<file path="src/rtl/iob_mask_pipe.sv">
// iob_mask_pipe
//   Two-stage valid/ready pipelined mask generator for the float/posit datapath.
//   Produces LOW, HIGH, RANGE and NRANGE mask shapes with saturating lengths
//   and truncating ranges. There is full backpressure and a throughput of one
//   request per cycle.
//
//   Optional feature macro: IOB_MASK_PIPE_APPLY_EN
//     When it is defined, the mask is ANDed onto data_i. A sticky bit reports
//     any data bits that the mask discards.
//
// Parameters
//   DATA_W : mask/data width in bits (>= 2)
//   LEN_W  : width of the lo/len fields; it must be able to hold DATA_W
//
// Ports
//   clk_i, rst_i     : clock, synchronous active-high reset
//   valid_i, ready_o : request handshake
//   mode_i           : 0=LOW 1=HIGH 2=RANGE 3=NRANGE
//   lo_i, len_i      : range start bit, number of ones
//   data_i           : word to mask (feature only)
//   valid_o, ready_i : result handshake
//   mask_o           : generated mask
//   data_o, sticky_o : masked word, OR of discarded bits (feature only)

module iob_mask_pipe #(
    parameter int unsigned DATA_W = 32,
    parameter int unsigned LEN_W  = $clog2(DATA_W + 1)
) (
    input  logic              clk_i,
    input  logic              rst_i,
    input  logic              valid_i,
    output logic              ready_o,
    input  logic [1:0]        mode_i,
    input  logic [LEN_W-1:0]  lo_i,
    input  logic [LEN_W-1:0]  len_i,
`ifdef IOB_MASK_PIPE_APPLY_EN
    input  logic [DATA_W-1:0] data_i,
    output logic [DATA_W-1:0] data_o,
    output logic              sticky_o,
`endif
    output logic              valid_o,
    input  logic              ready_i,
    output logic [DATA_W-1:0] mask_o
);

    typedef enum logic [1:0] {
        MODE_LOW    = 2'd0,
        MODE_HIGH   = 2'd1,
        MODE_RANGE  = 2'd2,
        MODE_NRANGE = 2'd3
    } mode_t;

    localparam logic [LEN_W-1:0] W_L = LEN_W'(DATA_W);

    // Bits [n-1:0] set; n >= DATA_W gives all ones.
    function automatic logic [DATA_W-1:0] ones_below(input logic [LEN_W:0] n);
        logic [DATA_W-1:0] m;
        m = '0;
        for (int unsigned i = 0; i < DATA_W; i++) begin
            m[i] = ((LEN_W + 1)'(i) < n);
        end
        return m;
    endfunction

    // Handshake
    logic s1_valid, s2_valid;
    logic s1_ready, s2_ready;

    assign s2_ready = !s2_valid || ready_i;
    assign s1_ready = !s1_valid || s2_ready;
    assign ready_o  = s1_ready;
    assign valid_o  = s2_valid;

    // Stage 1: clamped request
    logic [LEN_W-1:0] len_c, lo_c;
    mode_t            s1_mode;
    logic [LEN_W-1:0] s1_len, s1_lo;

    // Clamping lo to DATA_W keeps lo+len within LEN_W+1 bits. It also keeps
    // an out-of-range start producing an empty range.
    assign len_c = (len_i > W_L) ? W_L : len_i;
    assign lo_c  = (lo_i  > W_L) ? W_L : lo_i;

    // Stage 2: mask decode from the registered request
    logic [LEN_W:0]    end_c;
    logic [DATA_W-1:0] range_m;
    logic [DATA_W-1:0] mask_nxt;
    logic [DATA_W-1:0] s2_mask;

    assign end_c   = {1'b0, s1_lo} + {1'b0, s1_len};
    assign range_m = ones_below(end_c) & ~ones_below({1'b0, s1_lo});

    always_comb begin
        mask_nxt = '0;
        unique case (s1_mode)
            MODE_LOW:    mask_nxt = ones_below({1'b0, s1_len});
            MODE_HIGH:   mask_nxt = ~ones_below({1'b0, W_L} - {1'b0, s1_len});
            MODE_RANGE:  mask_nxt = range_m;
            MODE_NRANGE: mask_nxt = ~range_m;
            default:     mask_nxt = '0;
        endcase
    end

`ifdef IOB_MASK_PIPE_APPLY_EN
    logic [DATA_W-1:0] s1_data;
    logic [DATA_W-1:0] s2_data;
    logic              s2_sticky;
    logic [DATA_W-1:0] data_nxt;
    logic              sticky_nxt;

    assign data_nxt   = s1_data & mask_nxt;
    assign sticky_nxt = |(s1_data & ~mask_nxt);

    always_ff @(posedge clk_i) begin
        if (rst_i) begin
            s1_data   <= '0;
            s2_data   <= '0;
            s2_sticky <= 1'b0;
        end else begin
            if (ready_o && valid_i) begin
                s1_data <= data_i;
            end
            if (s2_ready && s1_valid) begin
                s2_data   <= data_nxt;
                s2_sticky <= sticky_nxt;
            end
        end
    end

    assign data_o   = s2_data;
    assign sticky_o = s2_sticky;
`endif

    // Each stage loads when it is empty or when its contents move forward in
    // the same cycle. Payload registers change only on an actual transfer.
    always_ff @(posedge clk_i) begin
        if (rst_i) begin
            s1_valid <= 1'b0;
            s1_mode  <= MODE_LOW;
            s1_len   <= '0;
            s1_lo    <= '0;
            s2_valid <= 1'b0;
            s2_mask  <= '0;
        end else begin
            if (ready_o) begin
                s1_valid <= valid_i;
                if (valid_i) begin
                    s1_mode <= mode_t'(mode_i);
                    s1_len  <= len_c;
                    s1_lo   <= lo_c;
                end
            end
            if (s2_ready) begin
                s2_valid <= s1_valid;
                if (s1_valid) begin
                    s2_mask <= mask_nxt;
                end
            end
        end
    end

    assign mask_o = s2_mask;

endmodule

</file>
<file path="config.mk">
export PLATFORM = sky130hd
export DESIGN_NAME = iob_mask_pipe
export DESIGN_NICKNAME = d
export VERILOG_FILES = /design/src/rtl/iob_mask_pipe.sv
export SDC_FILE = /design/constraint.sdc
export NUM_CORES = 1
export LEC_CHECK = 0
export BUFFER_PORTS_ARGS = -buffer_cell sky130_fd_sc_hd__buf_2
export CORE_ASPECT_RATIO = 0.5
export CORE_UTILIZATION = 54
export DETAILED_ROUTE_END_ITERATION = 7
export PLACE_DENSITY = 0.89
export SETUP_SLACK_MARGIN = 0.2
export SYNTH_ARGS = -nofsm -noshare
export SYNTH_HDL_FRONTEND = slang
export SYNTH_SLANG_ARGS = --single-unit
</file>
<file path="constraint.sdc">
create_clock -name clk_i -period 2.5 [get_ports clk_i]
set_input_delay 0.375 -clock clk_i [delete_from_list [all_inputs] [get_ports clk_i]]
set_output_delay 0.375 -clock clk_i [all_outputs]
set_load 0.1 [all_outputs]
</file>
## Word level (Yosys, flattened, before mapping)

Index checks and enable logic that the tools add are counted.

| cells by class | value |
|---|---|
| add/sub/neg operators | 2 |
| magnitude comparators | 130 |
| eq/ne operators | 3 |
| multiplexer cells | 3 |
| bitwise gates (word level) | 4 |
| reduce and logical (&&, ||, !) cells | 7 |

Operators by type and width:

| operator | number |
|---|---|
| 5-bit by 7-bit less-than comparator with 1-bit output (first input constant) | 32 |
| 5-bit by 6-bit less-than comparator with 1-bit output (first input constant) | 32 |
| 32-bit one-hot mux with 4 select lines | 1 |
| 4-bit by 7-bit less-than comparator with 1-bit output (first input constant) | 16 |
| 4-bit by 6-bit less-than comparator with 1-bit output (first input constant) | 16 |
| 32-bit NOT | 3 |
| 3-bit by 7-bit less-than comparator with 1-bit output (first input constant) | 8 |
| 3-bit by 6-bit less-than comparator with 1-bit output (first input constant) | 8 |
| 32-bit bitwise AND | 1 |
| 1-bit by 7-bit less-than comparator with 1-bit output (first input constant) | 4 |
| 2-bit by 7-bit less-than comparator with 1-bit output (first input constant) | 4 |
| 1-bit by 6-bit less-than comparator with 1-bit output (first input constant) | 4 |
| 2-bit by 6-bit less-than comparator with 1-bit output (first input constant) | 4 |
| 6-bit > comparator (second input constant) | 2 |
| 6-bit 2-to-1 mux | 2 |
| 6-bit by 6-bit adder with 7-bit output | 1 |
| 6-bit by 6-bit subtractor with 7-bit output (first input constant) | 1 |
| 2-bit == test (second input constant) | 2 |
| 2-bit AND reduction | 2 |
| 2-bit by 1-bit == test with 1-bit output (second input constant) | 1 |
| 1-bit zero test | 2 |
| 2-bit zero test | 1 |
| 1-bit logical OR | 2 |

| word-level totals | value |
|---|---|
| register bits | 48 |
| input bits | 18 |
| output and inout bits | 34 |

## Logic depth before layout (Yosys ltp)

Gate-level depths: netlist (run 1).

| logic depth | value |
|---|---|
| depth after elaboration | 5 |
| mapped depth | 10 |

## Worst setup path before layout (run 1)

OpenSTA, ideal clock, no wires.

| timing path | value |
|---|---|
| kind | register to register |
| start | reg s2_valid, in the netlist valid_o |
| end | reg s1_len[3] |
| library setup time | 0.128 ns |
| data arrival time | 2.791 ns |
| slack | -0.418 ns |
| cell stages (with the launch flop) | 8 |
| path buffers | 1 |
| clock period less this slack | 2.918 ns |
| cells stage by stage | dfxtp_1 nor2b_1 nand2_1 nand2_1 clkbuf_1 nor3b_1 a21oi_1 nor2_1 |

| on the way | value |
|---|---|
| cells in the longest elaborated chain, start to end | 4 |

Ends and longest elaborated chain:

| what | line | text |
|---|---|---|
| from (decl) | 66 | `logic s1_valid, s2_valid;` |
| from (signal assigned) | 154 | `s2_valid <= s1_valid;` |
| 1-bit zero test | 69 | `assign s2_ready = !s2_valid \|\| ready_i;` |
| 1-bit logical OR | 69 |  |
| 1-bit logical OR | 70 | `assign s1_ready = !s1_valid \|\| s2_ready;` |
| named net ready_o | 32 | `output logic ready_o,` |
| 2-bit AND reduction (no line) | n/a |  |
| to (signal assigned) | 149 | `s1_len <= len_c;` |
| to (decl) | 77 | `logic [LEN_W-1:0] s1_len, s1_lo;` |

The timed path passes the listed nets, and every way through them passes these cells.
A chain may end at the register's enable or synchronous reset.

## Worst setup path in the final report (run 1)

| timing path | value |
|---|---|
| start | reg s1_lo[0] |
| end | reg s2_mask[9], in the netlist mask_o[9] |

| on the way | value |
|---|---|
| cells in the longest elaborated chain, start to end | 5 |
| elaborated cells on any way between the ends | 7 |
| classes of those cells | add/sub (1); order compare (2); mux (1); bitwise (3) |

Ends and longest elaborated chain:

| what | line | text |
|---|---|---|
| from (decl) | 77 |  |
| from (signal assigned) | 150 | `s1_lo <= lo_c;` |
| 6-bit by 6-bit adder with 7-bit output / 4-bit by 6-bit less-than comparator with 1-bit output (equally long branches) | 90, 60 |  |
| 4-bit by 7-bit less-than comparator with 1-bit output / 32-bit NOT (equally long branches) | 60, 91 |  |
| 32-bit bitwise AND (*) | 91 | `assign range_m = ones_below(end_c) & ~ones_below({1'b0, s1_lo});` |
| 32-bit NOT | 99 | `MODE_NRANGE: mask_nxt = ~range_m;` |
| 32-bit one-hot mux with 4 select lines (*) | 95 | `unique case (s1_mode)` |
| to (signal assigned) | 156 | `s2_mask <= mask_nxt;` |
| to (decl) | 88 | `logic [DATA_W-1:0] s2_mask;` |

Every way passes the cells marked *; elsewhere a longest branch is shown, timed or not.

==> impl_metrics.env, run 1 <==
export IMPL_maxSlewHeadroom_pct=38.4
export IMPL_tritoncts="done"
export IMPL_critical_path_required_ns=2.70
export IMPL_synth_top_cell_by_area="dfxtp_1"
export IMPL_synth_cell_type_count=88
export IMPL_worst_pin_slew_ns=0.924
export IMPL_cp_max_fo=7
export IMPL_drt_pass1_iter_count=8
export IMPL_fin_cells=822
export IMPL_synth_cells=613
export IMPL_layout_nets=739
export IMPL_postCtsHoldBufs=0
export IMPL_die_y_um=65.5
export IMPL_numCtsBuffers=5
export IMPL_syn_avg_cell_area_sq_um=7.11
export IMPL_slew_viol_final=0
export IMPL_power_frac_seq_pct=29.1
export IMPL_yosysTopAreaCellShare_pct=22.0
export IMPL_internal_power_uw=1630
export IMPL_drtIter0Drc=975
export IMPL_synthTopCellsByArea="dfxtp_1 22%, nor2_1 7.2%, a21oi_1 6.8%"
export IMPL_maxCapViolations=0
export IMPL_irDropWorstVdd_uv=323
export IMPL_antenna_found_initial=0
export IMPL_cts_max_level=2
export IMPL_drive_gt1_share_pct=36.6
export IMPL_cp_start_kind="register"
export IMPL_worst_hold_slack_ns=0.331
export IMPL_status="complete, but fails checks"
export IMPL_path_clk_slew_ns=0.08
export IMPL_max_clock_path_buffers=2
export IMPL_switching_share_pct=44.9
export IMPL_post_route_util_pct=78.5
export IMPL_p_comb_share_pct=46.2
export IMPL_route_detailed_drc=2
export IMPL_grt_use_total_pct=45.2
export IMPL_cts_root_buf="clkbuf_16"
export IMPL_start_util_pct=57.6
export IMPL_power_switching_uw=1320
export IMPL_ios=52
export IMPL_p_leak_uw=0.00235
export IMPL_io_buffers=51
export IMPL_coreArea_sq_um=7570
export IMPL_worstSetupPathType="register to register"
export IMPL_power_density_nw_per_um2=496
export IMPL_synthesis_area_sq_um=4360
export IMPL_violations="design-rule violations"
export IMPL_reg2reg_slack_ns=0.04
export IMPL_synthesis_nets=640
export IMPL_wl_mm=19.3
export IMPL_post_place_cells=801
export IMPL_viasPerCell=6.95
export IMPL_holdCritPathClass="primary input to register"
export IMPL_wl_per_cell_um=23.5
export IMPL_rsz0062_at_grt="true"
export IMPL_syn2layout_area_growth_pct=36.3
export IMPL_clk_latency_ns=0.30
export IMPL_max_freq_mhz=407
export IMPL_ys_seq_area_share_pct=22.0
export IMPL_critPathArrivalTime_ns=2.65
export IMPL_grt_max_degree=33
export IMPL_ys_ff_latch=48
export IMPL_vias=5712
export IMPL_synth_common_cells="84 x nor2_1, 59 x a21oi_1, 48 x dfxtp_1"
export IMPL_end_kind="register"
export IMPL_yosysMostFrequentCell="nor2_1"
export IMPL_gp_congestion=1.10
export IMPL_ys_flop_type="dfxtp_1"
export IMPL_die_area_sq_um=8460
export IMPL_ant_nets=0
export IMPL_hpwl_mm=13.9
export IMPL_synthArstFlopShare_pct=0
export IMPL_period_needed_ns=2.46
export IMPL_synth_edf_count=0
export IMPL_pwr_share_clk_pct=24.7
export IMPL_finClkSkew_ns=0.00724
export IMPL_cts_num_sinks=48
export IMPL_grt_remaining_overflow=0
export IMPL_grt_pass1_vias=5009
export IMPL_setup_violations=0
export IMPL_die_w_um=129
export IMPL_grt_pass1_wl_mm=28.2
export IMPL_finalHoldViolations=0
export IMPL_yosysWarnings=0
export IMPL_fin_crit_sh_pct=98.3
export IMPL_num_rows=22
==> cells by family after synthesis <==
group                    after synthesis  synth area share (%)
AO/OA/AOI/OAI                        230                  37.7
buffers and inverters                 63                  6.03
AND/OR/NAND/NOR                      254                  29.6
flip-flops                            48                  22.0
multiplexers                           3                 0.689
adder cells (fa/ha/maj)                9                  2.75
XOR/XNOR                               6                  1.21
==> sequential cells by signal, summed over array words and instances, names as in the netlist <==
signal,flops
s1_lo,6
s1_mode,2
valid_o,1
mask_o,32
s1_valid,1
s1_len,6
==> placed cells by master (no fill, tap or decap), types with 4 or more instances in the layout <==
cell type and n:
o21bai_1 6, nand3_1 19, nand2_1 40, o21ai_0 31, buf_4 80, nand2_2 5, buf_6 10, o211ai_1 12
a211oi_1 8, a21oi_1 51, nor3_2 4, nor2_1 81, inv_1 9, nor3b_1 15, o221ai_1 5, a31oi_1 9
a311o_1 5, a21oi_2 8, nor2b_1 6, clkbuf_16 5, nand4_1 8, o22ai_1 4, o31ai_1 4, or2_2 6
dfxtp_2 9, a311oi_1 5, and3_1 5, nand2b_1 4, or3_1 6, o21a_1 5, a21o_1 7, dfxtp_1 37
ha_4 4, buf_2 51, and2_1 7, nor3_1 19
==> power by group through the flow <==
stage | clock network (uW) | logic [uW] | registers [uW]
after floorplan | 0 | 524 | 1150
after global placement | 0 | 1170 | 867
after detailed placement | 0 | 1170 | 870
after CTS | 711 | 1230 | 854
after global routing | 746 | 1410 | 860
final | 729 | 1360 | 857
==> layer usage <==
layer / up-vias / share of wire, % / global-route usage [%]
met5: - / 0 / 0
met4: 0 / 3.6 / 13.5
met3: 80 / 16 / 14.6
met2: 466 / 40 / 65.3
met1: 2657 / 41 / 63.1
li1: 2509 / - / -
==> worst paths after layout <==
check | end | cells after the start | startpoint
hold / removal | s1_mode[1] | 3 | mode_i[1]
hold reg to reg | mask_o[7] | 1 | mask_o[7]
setup reg to reg | mask_o[9] | 10 | s1_lo[0]
setup / recovery | mask_o[9] | 10 | s1_lo[0]
==> worst max-delay path, stage by stage (launching register included) <==
cell       delay, ns
dfxtp_4         0.36
ha_4            0.16
fa_2            0.37
a21o_1          0.21
a31oi_1         0.20
buf_4           0.21
nand2_8         0.08
o2111ai_1       0.30
buf_4           0.19
nor2_1          0.04
o31a_1          0.24
==> metrics by stage <==
step | total power (uW) | instance area (sq um) | setup TNS [ns] | setup slack, ns
4_1_cts | 2800 | 5610 | 0 | 0.0723
3_3_place_gp | 2030 | 5220 | 0 | 0.0215
2_1_floorplan | 1670 | 4470 | 0 | 0.0945
5_1_grt | 3010 | 5940 | 0 | 0.00654
6_report | 2950 | 5940 | 0 | 0.0437
3_5_place_dp | 2040 | 5220 | -0.00348 | -0.00348
==> what timing repair did <==
item | CTS | global route
setup buffers | 8 | 4
pin swaps | 27 | 30
endpoints found under the hold margin | 0 | 0
endpoints found under the setup margin | 30 | 32
resized for setup | 39 | 59
==> final cells by class <==
cell class	instances	area [sq um]
multi-input combinational	502	3630
fill	548	1630
inverter	12	45.0
timing repair buffer	143	1000
sequential	48	980
tap	108	135
clock inverter	3	22.5
clock buffer	5	125
antenna	1	2.50
Power figures use the tool's default switching activity.
==> run 2, diff against run 1 <==
- CELL_PAD_IN_SITES_DETAIL_PLACEMENT: not set -> 1
- CELL_PAD_IN_SITES_GLOBAL_PLACEMENT: not set -> 1
- CORE_UTILIZATION: 54 -> 39
==> run 2 against run 1 <==
Effect of this change: worst hold slack better by 0.0077 ns; the run ends with negative setup slack left; first-iteration DRC count decreased by 13%; largest cell class unchanged; sequential share of layout area down 0.65 points.
==> impl_metrics.env, run 2 (synthesis gave the netlist of run 1 again) <==
export IMPL_pre_cts_ws_ns=-0.115
export IMPL_layout_nets=755
export IMPL_switching_share_pct=46.4
export IMPL_cp_slowest_stage_delay_ns=0.38
export IMPL_setup_violations=12
export IMPL_crit_chain="ha_4, fa_2, buf_4, xnor2_2, nor2_1, buf_4, a21oi_1, mux2i_1, o21ai_0"
export IMPL_die_w_um=152
export IMPL_start_util_pct=41.4
export IMPL_mostFrequentLayoutCells="91 x buf_4, 81 x nor2_1, 53 x a21oi_1"
export IMPL_die_area_sq_um=11600
export IMPL_drive_gt1_share_pct=38.4
export IMPL_grt_use_total_pct=40.1
export IMPL_coreArea_sq_um=10500
export IMPL_period_needed_ns=2.60
export IMPL_p_leak_uw=0.00239
export IMPL_final_common_cell="buf_4"
export IMPL_antenna_found_initial=0
export IMPL_rsz0062_at_grt="true"
export IMPL_cts_num_sinks=48
export IMPL_critPathArrivalTime_ns=2.78
export IMPL_cp_max_fo=5
export IMPL_post_place_cells=827
export IMPL_ff2ff_path_depth=9
export IMPL_min_path_cells=3
export IMPL_slew_viol_final=0
export IMPL_max_freq_mhz=384
export IMPL_route_detailed_drc=0
export IMPL_syn2layout_area_growth_pct=41.5
export IMPL_critical_path_required_ns=2.67
export IMPL_io_buffers=51
export IMPL_wl_mm=26.7
export IMPL_p_comb_share_pct=48.7
export IMPL_gp_congestion=1.01
export IMPL_wl_per_cell_um=30.7
export IMPL_viasPerCell=7.34
export IMPL_num_rows=26
export IMPL_die_y_um=76.8
export IMPL_power_frac_seq_pct=27.8
export IMPL_irDropWorstVdd_uv=387
export IMPL_holdCritPathClass="primary input to register"
export IMPL_slowest_stage="fa_2"
export IMPL_largest_register_ffs=32
export IMPL_status="complete, but fails checks"
export IMPL_crit_buf_inv=2
export IMPL_worst_pin_slew_ns=0.745
export IMPL_drtIter0Drc=853
export IMPL_pwr_share_clk_pct=23.5
export IMPL_max_clock_path_buffers=2
export IMPL_grt_pass1_vias=5920
export IMPL_vias=6375
export IMPL_cts_max_level=2
export IMPL_clk_latency_ns=0.31
export IMPL_internal_power_uw=1670
export IMPL_power_density_nw_per_um2=504
export IMPL_worstReg2RegEnd="mask_o[14]"
export IMPL_hpwl_mm=16.1
export IMPL_finClkSkew_ns=0.0102
export IMPL_ant_nets=0
export IMPL_fin_cells=869
export IMPL_holdPathEnd="s1_mode[1]"
export IMPL_maxCapViolations=0
export IMPL_fin_crit_sh_pct=104
export IMPL_worst_hold_slack_ns=0.338
export IMPL_end_kind="register"
export IMPL_setup_ws_ns=-0.104
export IMPL_grt_remaining_overflow=0
export IMPL_min_from="mode_i[1]"
export IMPL_cts_root_buf="clkbuf_16"
export IMPL_crit_path_frequent_cell="buf_4"
export IMPL_drt_pass1_iter_count=6
export IMPL_r2r_start="s1_lo[0]"
export IMPL_ios=52
export IMPL_maxSlewHeadroom_pct=50.1
export IMPL_path_clk_slew_ns=0.07
export IMPL_place_area_sq_um=5230
export IMPL_cp_top_family="adder cells"
export IMPL_reg2reg_slack_ns=-0.10
export IMPL_tritoncts="done"
export IMPL_numCtsBuffers=5
export IMPL_grt_pass1_wl_mm=35.1
export IMPL_design_area_sq_um=6170
export IMPL_finalHoldViolations=0
export IMPL_cp_start_kind="register"
export IMPL_violations="negative setup slack"
export IMPL_grt_max_degree=34
export IMPL_antenna_cells=0
export IMPL_power_switching_uw=1440
export IMPL_worstSetupPathType="register to register"
## run 2: changes by cell type in the layout (fill, tap and decap cells not counted), moves of 3 or more
cell    delta
buf_4     +11
buf_6      +5
nor3_1     -5
nor3_4     +3
## run 2: power by group through the flow
stage	clock network, uW	logic [uW]	registers, uW
floorplan	0	524	1150
global placement	0	1170	870
detailed placement	0	1190	873
CTS	716	1300	856
global route	766	1540	867
finish	731	1510	865
## run 2: per-stage QoR
step | total power, uW | util [%] | TNS (ns)
after floorplan | 1670 | - | 0
after global placement | 2040 | 49.6 | -0.0511
after detailed placement | 2060 | 49.6 | -0.187
after CTS | 2870 | 55.0 | 0
after global routing | 3180 | 58.5 | -1.66
final | 3110 | 58.5 | -0.646
## run 2: worst max-delay path by stage
stage / from / to / slack, ns / cells after the start
after detailed placement: s1_lo[0] / mask_o[11] / -0.11 / 10
after floorplan: s1_lo[0] / mask_o[23] / 0.09 / 10
after global routing: s1_lo[0] / mask_o[24] / -0.20 / 9
after global placement: s1_len[5] / mask_o[6] / -0.05 / 8
after CTS: s1_lo[0] / mask_o[18] / 0.02 / 10
final: s1_lo[0] / mask_o[14] / -0.10 / 9
## run 2: final cells by class
| class | count | area, sq um |
|---|---|---|
| Sequential cell | 48 | 977 |
| Multi-Input combinational cell | 502 | 3670 |
| Inverter | 12 | 51.3 |
| Fill cell | 1298 | 4370 |
| Tap cell | 140 | 175 |
| Timing Repair Buffer | 159 | 1150 |
| Clock inverter | 2 | 16.3 |
| Clock buffer | 6 | 129 |
## run 2: routing by layer
metal / vias up / part of all wire (%) / track usage [%]
met5: - / 0 / 0
met4: 0 / 5.8 / 13.2
met3: 182 / 14 / 12.9
met2: 588 / 41 / 59.5
met1: 3070 / 39 / 54.1
li1: 2535 / - / -
## run 2: timing repair
| action | in CTS | in global routing |
|---|---|---|
| setup buffers | 17 | 16 |
| pin swaps | 40 | 31 |
| hold buffers | 0 | 0 |
| gates resized for setup | 62 | 48 |
| gates cloned | 0 | 1 |
| endpoints found under the setup margin | 30 | 32 |
## run 2: worst reg2reg max path, stage by stage, from the launching register on
cell and delay, ns:
dfxtp_4 0.37, ha_4 0.17, fa_2 0.38, buf_4 0.19
xnor2_2 0.31, nor2_1 0.15, buf_4 0.19, a21oi_1 0.23
mux2i_1 0.33, o21ai_0 0.15
